==> config.mk <==
export PLATFORM = sky130hd
export DESIGN_NAME = alu_seq
export DESIGN_NICKNAME = d
export VERILOG_FILES = /design/src/rtl/alu_pkg.sv /design/src/rtl/alu_mul_seq.sv /design/src/rtl/alu_seq.sv
export SDC_FILE = /design/constraint.sdc
export NUM_CORES = 1
export LEC_CHECK = 0
export BUFFER_PORTS_ARGS = -buffer_cell sky130_fd_sc_hd__buf_2
export CORE_ASPECT_RATIO = 0.8
export CORE_UTILIZATION = 63
export DETAILED_ROUTE_END_ITERATION = 10
export GPL_ROUTABILITY_DRIVEN = 0
export GPL_TIMING_DRIVEN = 1
export HOLD_SLACK_MARGIN = 0.15
export PLACE_DENSITY_LB_ADDON = 0.08
export RECOVER_POWER = 100
export SLEW_MARGIN = 40
export SYNTH_ARGS = -nofsm -noshare
export SYNTH_HDL_FRONTEND = slang
export SYNTH_SLANG_ARGS = --single-unit
==> constraint.sdc <==
create_clock -name i_clk -period 4.3 [get_ports i_clk]
set_input_delay 0.645 -clock i_clk [delete_from_list [all_inputs] [get_ports i_clk]]
set_output_delay 0.645 -clock i_clk [all_outputs]
set_load 0.02 [all_outputs]
==> src/rtl/alu_pkg.sv <==
// Shared opcodes, flag bit positions and FSM state encoding for alu_seq.
package alu_pkg;

  localparam logic [2:0] OP_ADD = 3'b000;
  localparam logic [2:0] OP_SUB = 3'b001;
  localparam logic [2:0] OP_AND = 3'b010;
  localparam logic [2:0] OP_SHL = 3'b011;
  localparam logic [2:0] OP_MUL = 3'b100;
  localparam logic [2:0] OP_ASR = 3'b101;
  localparam logic [2:0] OP_OR  = 3'b110;
  localparam logic [2:0] OP_XOR = 3'b111;

  localparam int FLG_Z = 0;
  localparam int FLG_N = 1;
  localparam int FLG_C = 2;
  localparam int FLG_V = 3;

  typedef enum logic [1:0] {
    IDLE = 2'd0,
    BUSY = 2'd1,
    DONE = 2'd2
  } state_e;

endpackage

==> src/rtl/alu_mul_seq.sv <==
// Sequential signed shift-add multiplier: one partial product per cycle, W steps.
module alu_mul_seq #(
  parameter int W = 10
) (
  input  logic           i_clk,
  input  logic           i_rst,
  input  logic           i_start,
  input  logic [W-1:0]   i_a,
  input  logic [W-1:0]   i_b,
  output logic           o_done,
  output logic [2*W-1:0] o_prod,
  output logic           o_ovf
);

  localparam int CW = $clog2(W);

  logic [2*W-1:0] acc_q, mcand_q, pp;
  logic [W-1:0]   mplr_q;
  logic [CW-1:0]  cnt_q;
  logic           run_q, done_q;
  logic           last;

  assign last = (cnt_q == CW'(W-1));

  // The multiplier's MSB has negative weight, so its partial product is subtracted.
  always_comb begin
    pp = '0;
    if (mplr_q[0]) pp = last ? (~mcand_q + 1'b1) : mcand_q;
  end

  always_ff @(posedge i_clk or posedge i_rst) begin
    if (i_rst) begin
      acc_q   <= '0;
      mcand_q <= '0;
      mplr_q  <= '0;
      cnt_q   <= '0;
      run_q   <= 1'b0;
      done_q  <= 1'b0;
    end else begin
      done_q <= 1'b0;
      if (i_start) begin
        acc_q   <= '0;
        mcand_q <= {{W{i_a[W-1]}}, i_a};
        mplr_q  <= i_b;
        cnt_q   <= '0;
        run_q   <= 1'b1;
      end else if (run_q) begin
        acc_q   <= acc_q + pp;
        mcand_q <= mcand_q << 1;
        mplr_q  <= mplr_q >> 1;
        cnt_q   <= cnt_q + 1'b1;
        if (last) begin
          run_q  <= 1'b0;
          done_q <= 1'b1;
        end
      end
    end
  end

  assign o_done = done_q;
  assign o_prod = acc_q;
  // Fits in W signed bits only when the top W+1 bits are all equal.
  assign o_ovf  = ~((&acc_q[2*W-1:W-1]) | ~(|acc_q[2*W-1:W-1]));

endmodule

==> src/rtl/alu_seq.sv <==
// Registered, handshaked ALU with status flags and a multi-cycle signed multiply.
module alu_seq
  import alu_pkg::*;
#(
  parameter int W      = 10,
  parameter int MUL_EN = 1
) (
  input  logic         i_clk,
  input  logic         i_rst,
  input  logic         i_valid,
  output logic         o_ready,
  input  logic [W-1:0] i_arg0,
  input  logic [W-1:0] i_arg1,
  input  logic [2:0]   i_oper,
  output logic         o_valid,
  input  logic         i_ready,
  output logic [W-1:0] o_result,
  output logic [3:0]   o_flag
);

  state_e         state_q, state_d;
  logic           valid_q, valid_d;
  logic [W-1:0]   result_q, result_d;
  logic [3:0]     flag_q, flag_d;

  logic           accept, is_mul;
  logic [W-1:0]   alu_res, ones;
  logic [3:0]     alu_flg, mul_flg;
  logic [W:0]     sum, diff;
  logic [W+31:0]  amt;
  logic           amt_big, c, v;
  logic           mul_done, mul_ovf;
  logic [2*W-1:0] mul_prod;

  assign o_ready = (state_q == IDLE) || ((state_q == DONE) && i_ready);
  assign accept  = i_valid && o_ready;
  assign is_mul  = (MUL_EN != 0) && (i_oper == OP_MUL);

  always_comb begin
    ones    = '1;
    sum     = {1'b0, i_arg0} + {1'b0, i_arg1};
    diff    = {1'b0, i_arg0} - {1'b0, i_arg1};
    amt     = (W+32)'(i_arg1);
    amt_big = (amt >= (W+32)'(W));
    alu_res = '0;
    c       = 1'b0;
    v       = 1'b0;
    case (i_oper)
      OP_ADD: begin
        alu_res = sum[W-1:0];
        c       = sum[W];
        v       = (i_arg0[W-1] == i_arg1[W-1]) && (sum[W-1] != i_arg0[W-1]);
      end
      OP_SUB: begin
        alu_res = diff[W-1:0];
        c       = diff[W];
        v       = (i_arg0[W-1] != i_arg1[W-1]) && (diff[W-1] != i_arg0[W-1]);
      end
      OP_AND: alu_res = i_arg0 & i_arg1;
      OP_OR:  alu_res = i_arg0 | i_arg1;
      OP_XOR: alu_res = i_arg0 ^ i_arg1;
      OP_SHL: begin
        alu_res = amt_big ? '0 : (i_arg0 << i_arg1);
        c       = amt_big ? (|i_arg0) : (|(i_arg0 & ~(ones >> i_arg1)));
      end
      OP_ASR: begin
        alu_res = amt_big ? {W{i_arg0[W-1]}} : W'($signed(i_arg0) >>> i_arg1);
        c       = amt_big ? (|i_arg0) : (|(i_arg0 & ~(ones << i_arg1)));
      end
      default: alu_res = '0;
    endcase
    alu_flg        = '0;
    alu_flg[FLG_Z] = (alu_res == '0);
    alu_flg[FLG_N] = alu_res[W-1];
    alu_flg[FLG_C] = c;
    alu_flg[FLG_V] = v;
    // Illegal opcode (multiply disabled) reports no flags at all, not even Z.
    if (i_oper == OP_MUL) alu_flg = '0;
  end

  always_comb begin
    mul_flg        = '0;
    mul_flg[FLG_Z] = (mul_prod[W-1:0] == '0);
    mul_flg[FLG_N] = mul_prod[W-1];
    mul_flg[FLG_V] = mul_ovf;
  end

  alu_mul_seq #(.W(W)) u_mul (
    .i_clk   (i_clk),
    .i_rst   (i_rst),
    .i_start (accept && is_mul),
    .i_a     (i_arg0),
    .i_b     (i_arg1),
    .o_done  (mul_done),
    .o_prod  (mul_prod),
    .o_ovf   (mul_ovf)
  );

  always_comb begin
    state_d  = state_q;
    valid_d  = valid_q;
    result_d = result_q;
    flag_d   = flag_q;
    case (state_q)
      BUSY: begin
        if (mul_done) begin
          state_d  = DONE;
          valid_d  = 1'b1;
          result_d = mul_prod[W-1:0];
          flag_d   = mul_flg;
        end
      end
      default: begin
        if (accept) begin
          if (is_mul) begin
            state_d = BUSY;
            valid_d = 1'b0;
          end else begin
            state_d  = DONE;
            valid_d  = 1'b1;
            result_d = alu_res;
            flag_d   = alu_flg;
          end
        end else if ((state_q == DONE) && i_ready) begin
          state_d = IDLE;
          valid_d = 1'b0;
        end
      end
    endcase
  end

  always_ff @(posedge i_clk or posedge i_rst) begin
    if (i_rst) begin
      state_q  <= IDLE;
      valid_q  <= 1'b0;
      result_q <= '0;
      flag_q   <= '0;
    end else begin
      state_q  <= state_d;
      valid_q  <= valid_d;
      result_q <= result_d;
      flag_q   <= flag_d;
    end
  end

  assign o_valid  = valid_q;
  assign o_result = result_q;
  assign o_flag   = flag_q;

endmodule

Word level (Yosys, flattened, before mapping). Index checks and enable logic that the tools add are counted.

Flip-flop bits (word level): 73. Bits of input ports: 27.

$add $sub $neg: 5. Order comparisons: 1. Equal/unequal tests: 16. Shift-type cells: 4. Muxes and demuxes: 41. Bitwise operators: 11. Reductions and logical operators: 20.

Operators with widths (number): two-way mux 20 bit (6); two-way mux 10 bit (8); case mux 10 bit (7 select lines) (1); AND 10 bit (3); OR reduction 10 bit (3); two-way mux 4 bit (6); adder 20 x 1 -> 20 bit (second input constant) (1); adder 20 bit (1); zero test 10 bit (2); inverter 10 bit (2); inverter 20 bit (1); two-way mux 1 bit (13); equality test 3 bit (second input constant) (4); adder 10 x 10 -> 11 bit (1); AND reduction 11 bit (1); OR reduction 11 bit (1); subtractor 10 x 10 -> 11 bit (1); greater-or-equal comparator 10 x 4 -> 1 bit (second input constant) (1); two-way mux 2 bit (5); OR 10 bit (1); << shifter 10 x 10 -> 10 bit (1); << shifter 10 x 10 -> 10 bit (first input constant) (1); >> shifter 10 x 10 -> 10 bit (first input constant) (1); >>> shifter 10 x 10 -> 10 bit (1); other kinds (22) (32).

Depth between registers and ports, before layout.
Depth in word-level cells: 9. Gate-level depth with buffers: 17.

By module. Synthesis repeated with hierarchy kept, for this count alone.

Cell total of the unflattened synthesis: 965. Area, all modules: 7657.3 um2.

Modules (own cells, without submodules): alu_mul_seq (times used 1, cells an instance 438, area an instance 3912.5 um2, seq. area each 1401.3 um2); alu_seq (times used 1, cells an instance 527, area an instance 3744.8 um2, seq. area each 375.4 um2).

Least setup slack after synthesis. No wires, ideal clock.

Path type: register to register. Start: register u_mul.cnt_q[1]. End: register u_mul.acc_q[12], in the netlist u_mul.o_prod[12]. Setup time: 120 ps. Data arrival time: 3387 ps. Slack: 792 ps. Cell stages (with the launch flop): 17. Cells stage by stage: dfrtp_1 -> inv_1 -> ha_1 -> nand2_1 -> or2_2 -> buf_4 -> or3_2 -> a21boi_0 -> ha_1 -> a211o_1 -> o211ai_1 -> a21oi_1 -> o21a_1 -> a311o_1 -> a31oi_1 -> mux2i_1 -> nor2_1.

Word-level cells in the longest chain between the ends: 6.

RTL lines: start, declared (line alu_mul_seq.sv:19) `logic [CW-1:0] cnt_q;`; start signal, assigned (line alu_mul_seq.sv:51) `cnt_q <= cnt_q + 1'b1;`; equality test 4 bit (line alu_mul_seq.sv:23) `assign last = (cnt_q == CW'(W-1));`; two-way mux 20 bit (2 in series) (line alu_mul_seq.sv:28) `if (mplr_q[0]) pp = last ? (~mcand_q + 1'b1) : mcand_q;`; adder 20 bit (line alu_mul_seq.sv:48) `acc_q <= acc_q + pp;`; two-way mux 20 bit (line alu_mul_seq.sv:47) `end else if (run_q) begin`; two-way mux 20 bit (line alu_mul_seq.sv:41) `if (i_start) begin`; end signal, assigned (line alu_mul_seq.sv:48); end, declared (line alu_mul_seq.sv:17) `logic [2*W-1:0] acc_q, mcand_q, pp;`.

No other way between the ends. The select of a mux whose other input is x is not followed. A chain may end at the register's enable or synchronous reset.

Worst setup path after layout.
Start: register u_mul.mcand_q[0]. End: register u_mul.acc_q[19], in the netlist u_mul.o_prod[19].

Word-level cells in the longest chain between the ends: 7.

RTL lines: start, declared (line alu_mul_seq.sv:17); start signal, assigned (line alu_mul_seq.sv:43) `mcand_q <= {{W{i_a[W-1]}}, i_a};`; start signal, assigned (line alu_mul_seq.sv:49) `mcand_q <= mcand_q << 1;`; inverter 20 bit (line alu_mul_seq.sv:28); adder 20 x 1 -> 20 bit (line alu_mul_seq.sv:28); two-way mux 20 bit * (2 in series) (line alu_mul_seq.sv:28); adder 20 bit * (line alu_mul_seq.sv:48); two-way mux 20 bit * (line alu_mul_seq.sv:47); two-way mux 20 bit * (line alu_mul_seq.sv:41).

Every way passes the cells marked *; elsewhere a longest branch is shown, timed or not. The select of a mux whose other input is x is not followed.

==> results.json <==
{
  "outcome": "finished with violations",
  "violations": "capacitance limit, slew limit",
  "grt_pass1_vias": 6652,
  "worst_pin_slew_ns": 2.34,
  "mostFrequentLayoutCell": "o21ai_0",
  "worst_setup_path_end_kind": "flop",
  "p_per_area_mw_per_mm2": 542,
  "p_leak_nw": 3.33,
  "cts_tree": "done",
  "clk_pin_slew_ns": 0.06,
  "synth_nets": 990,
  "port_buffers": 42,
  "start_kind": "flop",
  "finalSetupViolCount": 0,
  "endpoint": "u_mul.o_prod[19]",
  "ioPinCount": 43,
  "finalSetupTns_ns": 0,
  "diodes": 0,
  "finalHoldViolCount": 0,
  "nFillCells": 926,
  "syn_inst": 908,
  "cts_setup_buffers": 0,
  "dp_worst_setup_slack_ns": 0.464,
  "grt_pass1_wl_mm": 34.6,
  "viasPerCell": 6.88,
  "drv_slew": 116,
  "dr.pass1.iters": 6,
  "cts_hold_buf": 0,
  "max-clock-path-buffers": 2,
  "yosysUniqueCellTypes": 78,
  "fin_crit_sh_pct": 92.0,
  "grtUsageMet1_pct": 54.9,
  "yosysSeqAreaShare_pct": 24.5,
  "drive_gt1_share_pct": 8.41,
  "antenna_found_initial": 0,
  "rr_startpoint": "u_mul.mcand_q[0]",
  "crit_arrival_ns": 4.19,
  "async_reset_ff_share_pct": 100,
  "grt_use_met3_pct": 13.6,
  "drv_cap": 3,
  "critPathLaunch": "u_mul.mcand_q[0]",
  "total_power_mw": 4.17,
  "ctsHtreeMaxLevel": 3,
  "final_cell_mix": "o21ai_0, dfrtp_1, a21oi_1, nor2_1, nand2_1",
  "floorplan.initialDensity_pct": 65.7,
  "hp-class": "flop to flop",
  "area_delta_synth_final_pct": 6.26,
  "critPathMaxFanout": 5,
  "multi_input_area_sq_mm": 0.00504,
  "final_net_count": 996,
  "reg2reg_setup_slack_ns": 0.34,
  "regArea_sq_mm": 0.00178,
  "grt.total_usage_pct": 37.2,
  "die-area_sq_mm": 0.0119,
  "vdd_drop_max_uv": 355,
  "grt_use_met2_pct": 51.0,
  "cts.sinks": 71,
  "cts_resized": 0,
  "synth_edf_count": 0,
  "core-area_sq_mm": 0.0110,
  "wl_mm": 21.9,
  "die_height_um": 97.9,
  "critical_path_required_ns": 4.53,
  "numCtsBuffers": 9,
  "cts-root-buf": "clkbuf_16",
  "vias": 7298,
  "post-dp-hpwl_mm": 16.1,
  "path_class": "flop to flop",
  "synthesis.area_per_instance_sq_um": 7.97,
  "worst_slack_ns": 0.342,
  "grt_overflow": 0,
  "wl_per_cell_um": 20.7,
  "period_needed_ns": 3.96,
  "reg2reg_to": "u_mul.o_prod[19]",
  "drt-initial-drc-count": 972,
  "fmax_ghz": 0.253,
  "r2r_cells": 16,
  "ys_seq_elements": 71,
  "die_w_um": 122,
  "skew_ns": 0.00781,
  "clk_latency_ns": 0.34,
  "grt_max_degree": 60,
  "synth.cell_area_sq_mm": 0.00724,
  "rsz0062_at_grt": "false",
  "top_usage_layer": "met1",
  "num_rows": 34,
  "max-slew-margin-rel_pct": -55.7,
  "ys.flop_type": "dfrtp_1",
  "drc_errors": 0,
  "ys.warnings.count": 0,
  "postRouteAntennaNets": 0
}
-- cell usage after synthesis, types with 12 or more instances --
cell	count	area share [%]
nor4_1	13	1.1
dfrtp_1	71	25
inv_1	37	1.9
clkbuf_1	37	1.9
nor3_1	31	2.1
o21ai_0	84	5.8
ha_1	52	9.0
buf_2	16	1.1
a21oi_1	70	4.8
xnor2_1	27	3.3
nor2_1	71	3.7
nand2_1	69	3.6
and2_1	17	1.5
xor2_1	12	1.5
mux2i_1	52	7.2
nand3_1	31	2.1
a211oi_1	20	2.1
-- worst min path at each step --
stage	startpoint	endpoint	slack [ns]	depth (start not counted)
finish	o_result[6]	o_result[6]	0.48	1
global route	o_result[6]	o_result[6]	0.51	1
CTS	i_rst	u_mul.mplr_q[1]	0.41	2
detailed placement	o_result[6]	o_result[6]	0.47	1
global placement	o_result[6]	o_result[6]	0.46	1
floorplan	u_mul.mplr_q[9]	u_mul.mplr_q[9]	0.47	2
-- flip-flops by register name, indices dropped and copies added (netlist names) --
name and count:
u_mul.o_done 1, o_result 9, u_mul.mplr_q 10, o_flag 4, u_mul.run_q 1, state_q 2, u_mul.cnt_q 4, u_mul.mcand_q 20
u_mul.o_prod 20
-- metrics by stage --
stage,hold slack [ns],cell area [sq um],cells,util (%)
2_1_floorplan,0.469,7240,908,-
3_3_place_gp,0.459,7470,1047,67.8
3_5_place_dp,0.465,7470,1047,67.8
4_1_cts,0.409,7750,1060,70.3
5_1_grt,0.506,7690,1060,69.8
6_report,0.480,7690,1060,69.8
-- layout make-up --
type | count | area share, %
multi-input combinational | 737 | 65.5
sequential | 71 | 23.1
tap | 144 | 2.34
clock buffer | 12 | 3.46
inverter | 39 | 1.92
timing repair buffer | 56 | 3.59
clock inverter | 1 | 0.0651
-- per-layer routing --
layer | share of wire, % | wire length (um)
met5 | 0 | 0
met4 | 2.3 | 504
met3 | 14 | 3080
met2 | 40 | 8790
met1 | 43 | 9520
-- critical path, cell delays in order, from the launching register on --
cell and delay [ns]:
dfrtp_1 0.42, inv_1 0.10, ha_1 0.19, nand2_1 0.09
or4_1 0.47, o41ai_1 0.34, xnor2_1 0.11, and2_1 0.17
ha_1 0.33, a21oi_1 0.31, o21ai_0 0.15, a21oi_1 0.22
a311oi_2 0.10, a211oi_1 0.29, xnor2_1 0.11, or3_1 0.31
a21oi_1 0.14
-- power by group --
part           switching, mW  internal [mW]  total, mW
Combinational           1.25          0.879       2.12
Sequential             0.390          0.970       1.36
Clock                  0.255          0.426      0.681
Total                   1.89           2.28       4.17
-- logic make-up (layout without fill, tap and decap cells) --
kind of cell / Yosys count / in the layout / synth area share [%]
AOI/OAI and AO/OA: 284 / 284 / 25.2
muxes: 60 / 60 / 9.06
adders and majority gates: 55 / 55 / 9.82
buffers and inverters: 100 / 108 / 5.81
and+or+nand+nor: 299 / 299 / 20.8
DFF: 71 / 71 / 24.5
xor gates and xnor gates: 39 / 39 / 4.72
(Power assumes the default switching activity.)
